[config.mk]
export PLATFORM = sky130hd
export DESIGN_NAME = fir_sample_fifo
export DESIGN_NICKNAME = d
export VERILOG_FILES = /design/src/rtl/fir_pkg.sv /design/src/rtl/sync_rise_det.sv /design/src/rtl/fir_sample_fifo.sv
export SDC_FILE = /design/constraint.sdc
export NUM_CORES = 1
export LEC_CHECK = 0
export BUFFER_PORTS_ARGS = -buffer_cell sky130_fd_sc_hd__buf_2
export CAP_MARGIN = 20
export CORE_MARGIN = 2
export CORE_UTILIZATION = 45
export CTS_CLUSTER_SIZE = 24
export DETAILED_ROUTE_END_ITERATION = 12
export GPL_ROUTABILITY_DRIVEN = 0
export HOLD_SLACK_MARGIN = 0.03
export SYNTH_ARGS = -nofsm -noshare
export SYNTH_HDL_FRONTEND = slang
export SYNTH_SLANG_ARGS = --single-unit
[constraint.sdc]
create_clock -name clk_in -period 5.2 [get_ports clk_in]
set_input_delay 0.26 -clock clk_in [delete_from_list [all_inputs] [get_ports clk_in]]
set_output_delay 0.26 -clock clk_in [all_outputs]
set_load 0.05 [all_outputs]
[src/rtl/fir_pkg.sv]
// Shared FIR datapath types: sample width and the signed sample type used by
// the input FIFO, the FIR core and the coefficient ROM.
package fir_pkg;

  localparam int SAMPLE_W = 16;

  typedef logic signed [SAMPLE_W-1:0] sample_t;

endpackage

[src/rtl/sync_rise_det.sv]
// Brings a slow strobe into the fast clock domain and emits a one-cycle pulse
// on each of its rising edges; falling edges produce nothing.
module sync_rise_det (
  input  logic clk_in,
  input  logic reset_n,
  input  logic strobe,
  output logic rise
);

  logic s1;
  logic s2;
  logic s3;

  // s1/s2 form the synchroniser, s3 holds the previous synchronised level
  always_ff @(posedge clk_in or negedge reset_n) begin
    if (!reset_n) begin
      s1 <= 1'b0;
      s2 <= 1'b0;
      s3 <= 1'b0;
    end else begin
      s1 <= strobe;
      s2 <= s1;
      s3 <= s2;
    end
  end

  assign rise = s2 & ~s3;

endmodule

[src/rtl/fir_sample_fifo.sv]
// Input stage of the FIR: captures one ADC word per divided-clock rising edge
// into a small first-word-fall-through FIFO drained by a valid/ready handshake.
module fir_sample_fifo
  import fir_pkg::*;
#(
  parameter int DATA_W = SAMPLE_W,
  parameter int DEPTH  = 8
) (
  input  logic                       clk_in,
  input  logic                       reset_n,
  input  logic                       clk_slow,
  input  logic signed [DATA_W-1:0]   adc_data,
  input  logic                       clr_ovf,
  output logic signed [DATA_W-1:0]   m_data,
  output logic                       m_valid,
  input  logic                       m_ready,
  output logic [$clog2(DEPTH):0]     level,
  output logic                       overflow
);

  localparam int ADDR_W = $clog2(DEPTH);
  localparam logic [ADDR_W:0] FULL_LVL = (ADDR_W+1)'(DEPTH);

  logic signed [DATA_W-1:0] mem [DEPTH];
  logic [ADDR_W-1:0]        wr_ptr;
  logic [ADDR_W-1:0]        rd_ptr;
  logic                     cap;
  logic                     full;
  logic                     pop;
  logic                     push;
  logic                     drop;

  sync_rise_det u_rise (
    .clk_in  (clk_in),
    .reset_n (reset_n),
    .strobe  (clk_slow),
    .rise    (cap)
  );

  // A pop in the same cycle frees the slot, so a push into a full FIFO is
  // still accepted when the FIR core is draining.
  assign full = (level == FULL_LVL);
  assign pop  = m_valid & m_ready;
  assign push = cap & (~full | pop);
  assign drop = cap & full & ~pop;

  always_ff @(posedge clk_in) begin
    if (push) begin
      mem[wr_ptr] <= adc_data;
    end
  end

  always_ff @(posedge clk_in or negedge reset_n) begin
    if (!reset_n) begin
      wr_ptr   <= '0;
      rd_ptr   <= '0;
      level    <= '0;
      overflow <= 1'b0;
    end else begin
      if (push) begin
        wr_ptr <= wr_ptr + 1'b1;
      end
      if (pop) begin
        rd_ptr <= rd_ptr + 1'b1;
      end
      case ({push, pop})
        2'b10:   level <= level + 1'b1;
        2'b01:   level <= level - 1'b1;
        default: level <= level;
      endcase
      // a drop in the same cycle wins over the clear
      if (drop) begin
        overflow <= 1'b1;
      end else if (clr_ovf) begin
        overflow <= 1'b0;
      end
    end
  end

  // Gating with m_valid keeps the unreset memory from showing X after reset.
  assign m_valid = (level != '0);
  assign m_data  = m_valid ? mem[rd_ptr] : '0;

endmodule

==> impl_metrics.ini <==
[cts]
htreeDepth = 4
clock_path_buffers = 2
cts.sinks = 142
post_cts_buffers = 0
path_clk_slew_ns = 0.05
numCtsBuffers = 17
clk_latency_ns = 0.42
tritoncts = built
cts_root_buffer = clkbuf_16

[sta]
finalCriticalPeriod_ns = 2.64
setup_ws_ns = 2.56
fmax_mhz = 378
finalHoldViolCount = 0
slew_headroom_pct = 54.6
setup_tns_ns = 0
finClkSkew_ns = 0.00661
tightest_slew_ns = 0.681
finalSetupViolations = 0
grt_setup_unrepaired = false
fin_crit_sh_pct = 50.8
slew_viol_final = 0

[drt]
avgViaCountPerCell = 5.24
vias = 2716
drc = 0
wl_um = 10300
ant_nets = 0
drt-wirelength-per-cell_um = 19.8
drt-pass1-iter-count = 4
drtIter0Drc = 205

[logic_synthesis]
synth_top_area_cell = edfxtp_1
ys_warn_count = 0
yosysSeqAreaShare_pct = 75.0
synth_nets = 300
yosys-top-cells-count = edfxtp_1 (128), mux4_2 (32), nor2_1 (24)
avgSynthCellArea_um2 = 20.3
synth_edf_count = 128
synth_area_leaders = edfxtp_1 (69%), mux4_2 (13%), dfrtp_1 (6.3%), mux2i_1 (3.0%), nor2_1 (1.6%)
synth_top_area_share_pct = 68.7
syn_inst = 276
synthDistinctLibCells = 36
synth_most_common_cell = edfxtp_1
synth_area_mm2 = 0.00559
synthFlopType = edfxtp_1
async_reset_ff_share_pct = 9.86
synth_seq_cells = 142

[global_route]
grt_pass1_wl_um = 15700
grt_pass1_vias = 2717
grt.overflow.total = 0
antenna_found_initial = 0
grt_max_degree = 35
grt_usage_pct = 17.0

[final_layout]
num-fill-cells = 942
drive_gt1_share_pct = 35.7
layout.nets = 362
diodes = 0
syn_to_final_growth_pct = 20.2
stdcell_count = 518

[setup_path]
critPathCaptureType = output pin
worstSetupPathType = flip-flop to output pin
required_ns = 4.94
arrival_ns = 2.38
path_cells = buf_4 > mux4_2 > mux2i_1 > nor2_1 > buf_2
critPathLaunchType = flip-flop
critPathMaxStageDelay_ns = 0.60
cpMaxStageDelayCell = mux4_2
critPathMaxFanout = 34

[power]
leakagePower_uw = 0.00237
switching_share_pct = 34.2
p_int_uw = 2710
p_total_uw = 4110
cellPowerDensity_mw_per_mm2 = 612
peakVddDrop_v = 0.000322
clkPwrFrac_pct = 32.0
combinationalPowerShare_pct = 33.9
p_sw_uw = 1400
p_seq_share_pct = 34.1

[floorplanning]
core_area_mm2 = 0.0121
dieArea_mm2 = 0.0133
start_util_pct = 46.4
ios = 43
row_count = 40
dieWidth_um = 115
die_h_um = 115

[flow_run]
cap_violations = 0

[place]
post-place-ws_ns = 2.94
dp_hpwl_um = 5520
dp_cells = 484
port_buffers = 42

[status]
status = finished clean

[worst_hold_path]
hold_path_class = input pin to flip-flop
==> cell usage in the layout (no fill, tap or decap), drive strengths merged <==
| cell | count |
|---|---|
| edfxtp | 128 |
| buf | 53 |
| mux4 | 32 |
| nor2 | 26 |
| mux2i | 17 |
| clkbuf | 17 |
| dfrtp | 14 |
| nand2 | 10 |
| clkinv | 8 |
| bufinv | 6 |
| xnor2 | 5 |
| nand2b | 4 |
| nor3 | 4 |
| ha | 3 |
| dlygate4sd3 | 3 |
| nand3 | 2 |
| inv | 2 |
| o21ai | 2 |
| mux2 | 2 |
| or3 | 1 |
| nor2b | 1 |
| o41ai | 1 |
| xor2 | 1 |
| or2b | 1 |
| o21a | 1 |
| nor4 | 1 |
| a31oi | 1 |
| a21o | 1 |
| a22o | 1 |
| a21oi | 1 |
| o32ai | 1 |
==> cell families (layout without fill, tap and decap cells) <==
logic type / Yosys count / after routing / share of synthesized area [%]
flops: 142 / 142 / 75.0
mux: 51 / 51 / 16.3
simple gates: 50 / 50 / 4.29
buf+inv: 15 / 89 / 1.27
compound gates: 9 / 9 / 1.52
xor+xnor: 6 / 6 / 0.939
fa+ha+maj: 3 / 3 / 0.671
==> layout make-up <==
class | instances | area [um^2] | share of cell area, %
clock buffer | 17 | 425 | 6.33
clock inverter | 14 | 223 | 3.31
inverter | 2 | 7.51 | 0.112
multi-input combinational | 119 | 1340 | 19.9
sequential | 142 | 4200 | 62.4
tap | 168 | 210 | 3.13
timing repair buffer | 56 | 323 | 4.80
==> worst paths after layout <==
kind                                   start         end  slack (ns)  depth (start not counted)
worst min register to register     u_rise.s1   u_rise.s2        0.35                          0
min in group asynchronous            reset_n    level[1]        0.28                          2
worst max-delay path               rd_ptr[1]   m_data[9]        2.56                          5
max in group asynchronous            reset_n   rd_ptr[1]        4.65                          2
worst min-delay path            adc_data[14]  mem[4][14]        0.12                          1
worst max register to register      level[3]    level[2]        3.01                          7
==> state kept, by name, indices dropped and copies added (netlist names) <==
| signal | count |
|---|---|
| level | 4 |
| mem | 128 |
| overflow | 1 |
| rd_ptr | 3 |
| u_rise.s1 | 1 |
| u_rise.s2 | 1 |
| u_rise.s3 | 1 |
| wr_ptr | 3 |
==> through the flow <==
step | util, % | area (um^2) | hold slack (ns)
2_1_floorplan | - | 5590 | -0.0356
3_3_place_gp | 50.1 | 6040 | 0.178
3_5_place_dp | 50.1 | 6040 | 0.174
4_1_cts | 55.7 | 6720 | 0.0956
5_1_grt | 55.7 | 6720 | 0.114
6_report | 55.7 | 6720 | 0.117
==> power groups by stage <==
| stage | registers (uW) | logic (uW) | clock network, uW |
|---|---|---|---|
| after floorplan | 1450 | 1090 | 0 |
| after global placement | 1420 | 1400 | 0 |
| after detailed placement | 1420 | 1420 | 0 |
| after CTS | 1400 | 1420 | 1340 |
| after global routing | 1410 | 1490 | 1390 |
| final | 1400 | 1400 | 1310 |
==> layer usage <==
layer / global-route usage, % / vias to the layer above / share of wire, %
met5: 0 / - / 0
met4: 8.19 / 0 / 1.8
met3: 4.60 / 15 / 4.0
met2: 26.0 / 60 / 48
met1: 22.8 / 1413 / 46
li1: - / 1228 / -
==> worst max-delay path: cells and delay by family (launching register included) <==
family	cells	cell delay [ns]
AND/OR/NAND/NOR	1	0.06
buffers and inverters	2	0.77
flip-flops	1	0.34
multiplexers	2	0.79
==> timing repair <==
action	CTS	global route
hold buffers	3	0
resized for setup	0	0
hold endpoints to repair	16	0
(Power assumes the default switching activity.)
